`src/rtl/dot_product_mac_pkg.sv`:
```
// -----------------------------------------------------------------------------
// dot_pkg
// Shared definitions for the streaming dot-product engine: the controller
// state encoding, default operand/vector/result sizes, and the helper that
// derives an accumulator width wide enough that a full vector of maximum
// products can never wrap.
// -----------------------------------------------------------------------------
package dot_pkg;

   // Controller states: accept pairs, fold in the last product, hold result
   typedef enum logic [1:0] {
      ST_ACC   = 2'd0,
      ST_DRAIN = 2'd1,
      ST_DONE  = 2'd2
   } dot_state_e;

   localparam int DOT_DATA_W = 8;
   localparam int DOT_N_ELEM = 8;
   localparam int DOT_OUT_W  = 8;

   // Each product needs 2*dataW bits; summing nElem of them adds clog2(nElem)
   function automatic int acc_width(input int dataW, input int nElem);
      return 2 * dataW + $clog2(nElem);
   endfunction

endpackage

```
`src/rtl/dot_product_mac_if.sv`:
```
// -----------------------------------------------------------------------------
// dot_product_mac_if
// Bundles the operand stream (in_valid/in_ready/in_x/in_w) and the result
// channel (out_valid/out_ready/out_data/out_acc/out_ovf) of the dot-product
// engine.
//   master : the producer/consumer side (drives operands and out_ready)
//   slave  : the engine side (drives in_ready and the result)
// Parameters DATA_W, ACC_W and OUT_W must match those of the engine.
// -----------------------------------------------------------------------------
interface dot_product_mac_if
   import dot_pkg::*;
#(
   parameter int DATA_W = DOT_DATA_W,
   parameter int ACC_W  = acc_width(DOT_DATA_W, DOT_N_ELEM),
   parameter int OUT_W  = DOT_OUT_W
);

   logic              in_valid;
   logic              in_ready;
   logic [DATA_W-1:0] in_x;
   logic [DATA_W-1:0] in_w;
   logic              out_valid;
   logic              out_ready;
   logic [OUT_W-1:0]  out_data;
   logic [ACC_W-1:0]  out_acc;
   logic              out_ovf;

   modport master (
      output in_valid, in_x, in_w, out_ready,
      input  in_ready, out_valid, out_data, out_acc, out_ovf
   );

   modport slave (
      input  in_valid, in_x, in_w, out_ready,
      output in_ready, out_valid, out_data, out_acc, out_ovf
   );

endinterface

```
`src/rtl/dot_product_mac_stage.sv`:
```
// -----------------------------------------------------------------------------
// dot_mac_stage
// Two-step multiply-accumulate datapath. A loaded pair is multiplied into a
// product register; on the following cycle the registered product is added
// into the accumulator. acc_next_o exposes the sum including any pending
// product so the controller can capture the final total in the same cycle
// the last product is folded in.
// Ports:
//   clk, rst_n  : clock, asynchronous active-low reset
//   load_i      : capture x_i*w_i into the product register
//   clr_i       : drop the pending product and zero the accumulator
//   x_i, w_i    : unsigned operands
//   acc_next_o  : accumulator value after the pending product is added
// -----------------------------------------------------------------------------
module dot_mac_stage
   import dot_pkg::*;
#(
   parameter int DATA_W = DOT_DATA_W,
   parameter int ACC_W  = acc_width(DOT_DATA_W, DOT_N_ELEM)
) (
   input  logic              clk,
   input  logic              rst_n,
   input  logic              load_i,
   input  logic              clr_i,
   input  logic [DATA_W-1:0] x_i,
   input  logic [DATA_W-1:0] w_i,
   output logic [ACC_W-1:0]  acc_next_o
);

   logic [2*DATA_W-1:0] prod_q, prod_d;
   logic                prodV_q, prodV_d;
   logic [ACC_W-1:0]    acc_q, acc_d;

   // A product only counts on the cycle right after its pair was loaded, so
   // stalls in the operand stream never re-add a stale product.
   assign acc_next_o = prodV_q ? acc_q + ACC_W'(prod_q) : acc_q;

   // Next-state for the product pipeline and accumulator. Clearing wins over
   // accumulation; the product register itself is left alone since its valid
   // flag is what gates its use.
   always_comb begin
      prod_d  = prod_q;
      prodV_d = load_i;
      acc_d   = acc_next_o;
      if (load_i) begin
         prod_d = (2*DATA_W)'(x_i) * (2*DATA_W)'(w_i);
      end
      if (clr_i) begin
         prodV_d = 1'b0;
         acc_d   = '0;
      end
   end

   // Datapath registers; reset discards any partial vector immediately.
   always_ff @(posedge clk or negedge rst_n) begin
      if (!rst_n) begin
         prod_q  <= '0;
         prodV_q <= 1'b0;
         acc_q   <= '0;
      end else begin
         prod_q  <= prod_d;
         prodV_q <= prodV_d;
         acc_q   <= acc_d;
      end
   end

endmodule

```
`src/rtl/dot_product_mac.sv`:
```
// -----------------------------------------------------------------------------
// dot_product_mac
// Streaming dot-product engine: accepts N_ELEM unsigned (x, w) pairs, one per
// cycle, and presents sum(x*w) at full precision together with an OUT_W-bit
// reduced value and an overflow flag. The result is held until taken.
// Ports:
//   clk, rst_n : clock, asynchronous active-low reset
//   clear      : synchronous abort of the vector in progress
//   bus        : dot_product_mac_if slave (operand stream + result channel)
// Build option:
//   DOT_SAT_EN : when defined, out_data saturates to all ones on overflow;
//                otherwise it is the truncated low OUT_W bits of the sum.
// -----------------------------------------------------------------------------
module dot_product_mac
   import dot_pkg::*;
#(
   parameter int DATA_W = DOT_DATA_W,
   parameter int N_ELEM = DOT_N_ELEM,
   parameter int ACC_W  = acc_width(DATA_W, N_ELEM),
   parameter int OUT_W  = DOT_OUT_W
) (
   input logic              clk,
   input logic              rst_n,
   input logic              clear,
   dot_product_mac_if.slave bus
);

   localparam int              CNT_W    = $clog2(N_ELEM);
   localparam logic [CNT_W-1:0] CNT_LAST = CNT_W'(N_ELEM - 1);

   dot_state_e       state_q, state_d;
   logic [CNT_W-1:0] cnt_q, cnt_d;
   logic [ACC_W-1:0] outAcc_q, outAcc_d;
   logic [OUT_W-1:0] outData_q, outData_d;
   logic             outOvf_q, outOvf_d;

   logic             transfer;
   logic             outTaken;
   logic [ACC_W-1:0] accNext;
   logic             sumOvf;
   logic [OUT_W-1:0] sumData;

   assign bus.in_ready  = (state_q == ST_ACC);
   assign bus.out_valid = (state_q == ST_DONE);
   assign bus.out_acc   = outAcc_q;
   assign bus.out_data  = outData_q;
   assign bus.out_ovf   = outOvf_q;

   // clear beats both a pair transfer and a result handshake in the same cycle
   assign transfer = bus.in_valid && (state_q == ST_ACC) && !clear;
   assign outTaken = bus.out_ready && (state_q == ST_DONE);

   dot_mac_stage #(
      .DATA_W (DATA_W),
      .ACC_W  (ACC_W)
   ) u_stage (
      .clk        (clk),
      .rst_n      (rst_n),
      .load_i     (transfer),
      .clr_i      (clear || outTaken),
      .x_i        (bus.in_x),
      .w_i        (bus.in_w),
      .acc_next_o (accNext)
   );

   // Reduction of the final sum: any bit above OUT_W means it does not fit.
   assign sumOvf = |(accNext >> OUT_W);
`ifdef DOT_SAT_EN
   assign sumData = sumOvf ? {OUT_W{1'b1}} : accNext[OUT_W-1:0];
`else
   assign sumData = accNext[OUT_W-1:0];
`endif

   // Controller next-state. The counter wraps to zero on the last pair so the
   // next vector starts clean. The result registers load only in DRAIN, when
   // accNext already includes the last product; an abort leaves them intact.
   always_comb begin
      state_d   = state_q;
      cnt_d     = cnt_q;
      outAcc_d  = outAcc_q;
      outData_d = outData_q;
      outOvf_d  = outOvf_q;
      if (clear) begin
         state_d = ST_ACC;
         cnt_d   = '0;
      end else begin
         case (state_q)
            ST_ACC: begin
               if (transfer) begin
                  if (cnt_q == CNT_LAST) begin
                     cnt_d   = '0;
                     state_d = ST_DRAIN;
                  end else begin
                     cnt_d = cnt_q + CNT_W'(1);
                  end
               end
            end
            ST_DRAIN: begin
               state_d   = ST_DONE;
               outAcc_d  = accNext;
               outData_d = sumData;
               outOvf_d  = sumOvf;
            end
            ST_DONE: begin
               if (outTaken) begin
                  state_d = ST_ACC;
               end
            end
            default: state_d = ST_ACC;
         endcase
      end
   end

   // Controller and result registers.
   always_ff @(posedge clk or negedge rst_n) begin
      if (!rst_n) begin
         state_q   <= ST_ACC;
         cnt_q     <= '0;
         outAcc_q  <= '0;
         outData_q <= '0;
         outOvf_q  <= 1'b0;
      end else begin
         state_q   <= state_d;
         cnt_q     <= cnt_d;
         outAcc_q  <= outAcc_d;
         outData_q <= outData_d;
         outOvf_q  <= outOvf_d;
      end
   end

endmodule

```
`src/flat_wrapper.sv`:
```
// flat-port wrapper written by rule: the top's interface ports become plain ports
module dot_product_mac_flat import dot_pkg::*;
#(
   parameter int DATA_W = DOT_DATA_W,
   parameter int N_ELEM = DOT_N_ELEM,
   parameter int ACC_W  = acc_width(DATA_W, N_ELEM),
   parameter int OUT_W  = DOT_OUT_W
)
  (clk, rst_n, clear, bus_in_valid, bus_in_x, bus_in_w, bus_out_ready, bus_in_ready, bus_out_valid, bus_out_data, bus_out_acc, bus_out_ovf);
  dot_product_mac_if #(.DATA_W(DATA_W), .ACC_W(ACC_W), .OUT_W(OUT_W)) bus_i ();
  input logic clk;
  input logic rst_n;
  input logic clear;
  input wire logic [$bits(bus_i.in_valid)-1:0] bus_in_valid;
  input wire logic [$bits(bus_i.in_x)-1:0] bus_in_x;
  input wire logic [$bits(bus_i.in_w)-1:0] bus_in_w;
  input wire logic [$bits(bus_i.out_ready)-1:0] bus_out_ready;
  output wire logic [$bits(bus_i.in_ready)-1:0] bus_in_ready;
  output wire logic [$bits(bus_i.out_valid)-1:0] bus_out_valid;
  output wire logic [$bits(bus_i.out_data)-1:0] bus_out_data;
  output wire logic [$bits(bus_i.out_acc)-1:0] bus_out_acc;
  output wire logic [$bits(bus_i.out_ovf)-1:0] bus_out_ovf;
  assign bus_i.in_valid = bus_in_valid;
  assign bus_i.in_x = bus_in_x;
  assign bus_i.in_w = bus_in_w;
  assign bus_i.out_ready = bus_out_ready;
  assign bus_in_ready = bus_i.in_ready;
  assign bus_out_valid = bus_i.out_valid;
  assign bus_out_data = bus_i.out_data;
  assign bus_out_acc = bus_i.out_acc;
  assign bus_out_ovf = bus_i.out_ovf;
  dot_product_mac #(.DATA_W(DATA_W), .N_ELEM(N_ELEM), .ACC_W(ACC_W), .OUT_W(OUT_W)) u_core (.clk(clk), .rst_n(rst_n), .clear(clear), .bus(bus_i));
endmodule
```
`config.mk`:
```
export PLATFORM = sky130hd
export DESIGN_NAME = dot_product_mac_flat
export DESIGN_NICKNAME = d
export VERILOG_FILES = /design/src/rtl/dot_product_mac_pkg.sv /design/src/rtl/dot_product_mac_if.sv /design/src/rtl/dot_product_mac_stage.sv /design/src/rtl/dot_product_mac.sv /design/src/flat_wrapper.sv
export SDC_FILE = /design/constraint.sdc
export NUM_CORES = 1
export LEC_CHECK = 0
export CORE_MARGIN = 8
export CORE_UTILIZATION = 50
export CTS_CLUSTER_DIAMETER = 150
export DETAILED_ROUTE_END_ITERATION = 7
export PLACE_DENSITY_LB_ADDON = 0.3
export SETUP_SLACK_MARGIN = 0.5
export SLEW_MARGIN = 20
export SYNTH_ARGS = -nofsm -noshare
export SYNTH_HDL_FRONTEND = slang
export SYNTH_SLANG_ARGS = --single-unit
```
`constraint.sdc`:
```
create_clock -name clk -period 3.4 [get_ports clk]
set_input_delay 0.51 -clock clk [delete_from_list [all_inputs] [get_ports clk]]
set_output_delay 0.51 -clock clk [all_outputs]
set_load 0.05 [all_outputs]
```
* After elaboration in Yosys (flattened, before gate mapping)
Cells that the tools add are included.
** Word-level totals
- Memories kept :: 0
- Output and inout port bits :: 30
- Register bits :: 69
- Latch bits :: 0
- Bits of input ports :: 21
- Bits in read-only memories :: 0
- RAM bits :: 0
- Logic and storage cells :: 42
** Operators by class
- Reduce and logical (&&, ||, !) cells :: 12
- $mul :: 1
- Shift operators :: 0
- Add/subtract/negate cells :: 2
- Multiplexer cells :: 12
- Bitwise operators :: 1
- Order comparisons :: 0
- Eq/ne operators :: 6
- Divide/modulo/power cells :: 0
** Operators with widths (number)
- two-way mux 19 bit :: 2
- adder 19 x 16 -> 19 bit :: 1
- multiplier 8 x 8 -> 16 bit :: 1
- two-way mux 3 bit :: 4
- OR reduction 11 bit :: 1
- != test 3 x 2 -> 1 bit, second input constant :: 3
- two-way mux 2 bit :: 4
- case mux 2 bit (3 select lines) :: 1
- AND reduction 2 bit :: 2
- nonzero test 2 bit :: 2
- adder 3 x 1 -> 3 bit, second input constant :: 1
- == test 3 bit, second input constant :: 1
- logical AND 1 bit :: 3
- AND reduction 3 bit :: 1
- == test 2 x 1 -> 1 bit, second input constant :: 1
- == test 2 bit, second input constant :: 1
- zero test 2 bit :: 1
- zero test 1 bit :: 1
- logical OR 1 bit :: 1
- two-way mux 1 bit :: 1
- inverter 1 bit :: 1

* Logic depth before layout (Yosys ltp)
- Depth in word-level cells :: 6
- Mapped depth :: 17

* By module
A second synthesis with hierarchy kept.
** Second synthesis, totals
- Cell total of the unflattened synthesis :: 579
- Area, all modules :: 5569.1 um^2
** By module, submodules not included
- dot_mac_stage :: instances 1, sequential area each 900.9 um^2, cells an instance 499, area an instance 4459.3 um^2
- dot_product_mac :: instances 1, sequential area each 625.6 um^2, cells an instance 80, area an instance 1109.8 um^2

* Worst setup path before layout
Ideal clock, no wire load.
- Path kind :: input-to-reg
- Start point :: in bus_in_w[7]
- End point :: reg u_core.u_stage.prod_q[15]
- Setup slack :: -0.718 ns
- Data required time :: 3.266 ns
- Data arrival time :: 3.984 ns
- Cell stages on the path :: 16
- Setup time :: 0.134 ns
- Path through :: nand2_1 -> fa_1 -> fa_1 -> inv_1 -> fa_1 -> inv_1 -> fa_1 -> inv_1 -> ha_1 -> inv_1 -> a21oi_1 -> o211ai_1 -> a21oi_1 -> o31ai_1 -> xnor2_1 -> o21ai_0
** On the way
- Word-level cells in the longest chain between the ends :: 1
** Ends and longest elaborated chain
- start, declared :: line flat_wrapper.sv:16 : input wire logic [$bits(bus_i.in_w)-1:0] bus_in_w;
- multiplier 8 x 8 -> 16 bit :: line dot_product_mac_stage.sv:46 : prod_d = (2*DATA_W)'(x_i) * (2*DATA_W)'(w_i);
- end signal, assigned :: line dot_product_mac_stage.sv:61 : prod_q <= prod_d;
- end, declared :: line dot_product_mac_stage.sv:30 : logic [2*DATA_W-1:0] prod_q, prod_d;
No other way between the ends.
A chain may end at the register's enable or synchronous reset.

* Worst setup path in the final report
- Start point :: in bus_in_w[5]
- End point :: reg u_core.u_stage.prod_q[11]
Same word-level chain as after synthesis.

==> flow_summary.yaml <==
power:
  clock_power_share: 0.179
  internal_power_uw: 2170
  p_sw_uw: 1350
  switching_share: 0.383
  peakVddDrop_mv: 0.244
  seqPwrFrac: 0.254
  p_comb_frac: 0.567
  p_leak_uw: 0.00330
  cellPowerDensity_nw_per_um2: 520
route:
  route.detailed.wl_per_inst_um: 13.7
  drc: 0
  viasPerCell: 5.19
  num_vias: 4222
  wirelength_mm: 11.2
  first_pass_iters: 6
  ant_nets: 0
  drtIter0Drc: 186
clocking:
  cts-root-buf: "clkbuf_8"
  cts_max_level: 3
  cts_max_path_buffers: 2
  clock_sinks: 61
  clk_pin_slew_ps: 70
  cts_tree: "built"
  numCtsBuffers: 9
  clock_latency_ps: 340
  hold_buffers: 0
worst_setup_path:
  critical_path_class: "input pin to register"
  cp-end-kind: "register"
  cp_data_arrival_time_ps: 3940
  crit_required_ps: 3610
  cp-start-kind: "input pin"
  crit_path_max_fanout: 4
layout:
  syn2layout_area_growth_pct: 27.6
  antenna_cells: 0
  fillers: 839
  finalNetCount: 785
  multiInputGateArea_um2: 3700
  register_area_um2: 1530
  drive_above_1_share: 0.224
placed_design:
  portBuffers: 50
  pre_cts_slack_ps: -1360
  gp_congestion: 0.967
  hpwl_mm: 8.76
floorplan:
  start_util: 0.514
  die_area_um2: 14200
  io_pins: 51
  dieHeight_um: 119
  die_width_um: 119
  core_area_um2: 10300
  rows: 37
logic_synthesis:
  yosys.area_share.xor_xnor: 0.0347
  ys_warn_count: 0
  synth_fa_ha_area_frac: 0.267
  synth_simple_gate_area_frac: 0.197
  synth_cell_type_count: 51
  synth_top_cell_area_share: 0.288
  synth_compound_area_frac: 0.134
  synthCells: 580
  syn-num-nets: 692
  yosysMostFrequentCell: "nand2_1"
  syn_avg_cell_area_um2: 9.14
  synth_area_leaders: "dfrtp_1 29%, fa_1 14%, ha_1 13%"
  synth_top_family_by_area: "adder cells"
  synth.ff_latch_count: 61
  synth_edf_count: 0
  synthMuxAreaShare: 0.0156
  ys_seq_area_frac: 0.288
  synth_flop_cell: "dfrtp_1"
  yosysTopAreaCell: "dfrtp_1"
  syn_area_um2: 5300
  ys_async_sr_fraction: 1.00
  ys_top_cells_by_count: "74 x nand2_1, 61 x dfrtp_1, 56 x inv_1"
timing:
  rsz0062_at_grt: "yes"
  period_share: 1.10
  setup_viol_count_final: 7
  slew-limit-headroom: 0.470
  finalWorstSetupSlack_ps: -333
  worst_slew_pin_slew_ps: 795
  report.final.hold_viol_count: 0
  timing.hold.ws_ps: 252
  report.final.slew_viol_count: 0
  skew_ps: 9.43
  finalWorstPathRequiredPeriod_ps: 3730
  tns_ps: -1890
  max_freq_mhz: 268
worst_hold_path:
  hp-class: "input pin to async pin"
status:
  status: "finished with violations"
  violations: "setup timing"
global_routing:
  grt_max_degree: 38
  gr-total-overflow: 0
  grt_util_all_layers: 0.160
  antenna_found_initial: 0
  first_global_vias: 4436
  grt_pass1_wl_mm: 19.4
run:
  maxCapViolations: 0
-- power groups by stage --
stage	Combinational [uW]	Clock (uW)	Sequential [uW]
floorplan	1320	0	883
global placement	1730	0	902
detailed placement	1790	0	905
CTS	1930	646	894
global route	2250	681	906
finish	2000	629	895
-- metal layers --
metal	vias to the layer above	routed length, um	part of all wire	global-route usage
li1	2132	-	-	-
met1	1984	5040	0.45	0.190
met2	93	5480	0.49	0.279
met3	13	523	0.047	0.0307
met4	0	144	0.013	0.0656
met5	-	0	0	0
-- worst max-delay path, cell delays in order --
cell	delay [ps]
buf_8	110
buf_6	110
and2_4	130
fa_1	490
fa_1	510
fa_1	510
inv_1	50
fa_1	490
inv_2	50
ha_4	260
o211ai_1	140
buf_4	160
nand2_1	40
a21o_1	190
xnor2_1	120
o21ai_0	80
-- cells by family after synthesis --
kind of cell,Yosys count
mux,8
compound gates,114
xor+xnor,21
flops,61
buf+inv,77
simple gates,208
fa+ha+maj,91
-- worst paths after layout --
path	to	startpoint	slack, ps	cells after the start
min in group clk	u_core.bus.out_acc[14]	u_core.bus.out_acc[14]	480	2
min	u_core.bus.out_acc[16]	rst_n	250	1
max in group asynchronous	u_core.u_stage.acc_q[5]	rst_n	2330	2
min reg2reg	u_core.bus.out_acc[14]	u_core.bus.out_acc[14]	480	2
max	u_core.u_stage.prod_q[11]	bus_in_w[5]	-330	16
max reg2reg	u_core.bus.out_ovf	u_core.u_stage.prod_q[0]	720	11
-- registers in the layout, indices dropped and copies added (netlist names) --
name,cells
u_core.u_stage.prod_q,16
u_core.u_stage.acc_q,19
u_core.bus.out_acc,12
u_core.state_q,2
u_core.bus.out_data,7
u_core.bus.out_ovf,1
u_core.u_stage.prodV_q,1
u_core.cnt_q,3
-- final cells by class --
type,instances,share of cell area
multi-input cells,442,0.546
well taps,136,0.0251
clock inverters,4,0.00702
flip-flops and latches,61,0.226
inverters,56,0.0311
clock buffers,12,0.0214
repair buffers,103,0.144
-- stage by stage --
stage	instances	power, uW	cell area [um^2]	utilization
detailed placement	790	2690	6290	0.610
global route	814	3840	6770	0.656
floorplan	580	2200	5420	-
global placement	790	2640	6290	0.610
finish	814	3520	6770	0.656
CTS	811	3470	6670	0.646
-- repair_timing --
| item | CTS | global route |
|---|---|---|
| setup buffers | 5 | 3 |
| gates resized for setup | 120 | 25 |
| setup endpoints to repair | 12 | 12 |
| pin swaps | 27 | 20 |
| endpoints found under the hold margin | 0 | 0 |
-- placed cells by master (no fill, tap or decap), types with 33 or more instances in the layout --
cell,n
o21ai_0,33
inv_1,46
fa_1,33
and2_1,38
buf_4,48
dfrtp_1,61
ha_1,48
clkdlybuf4s50_1,33
nand2_1,67
nor2_1,34
No activity file was read; power rests on OpenSTA's default activity.
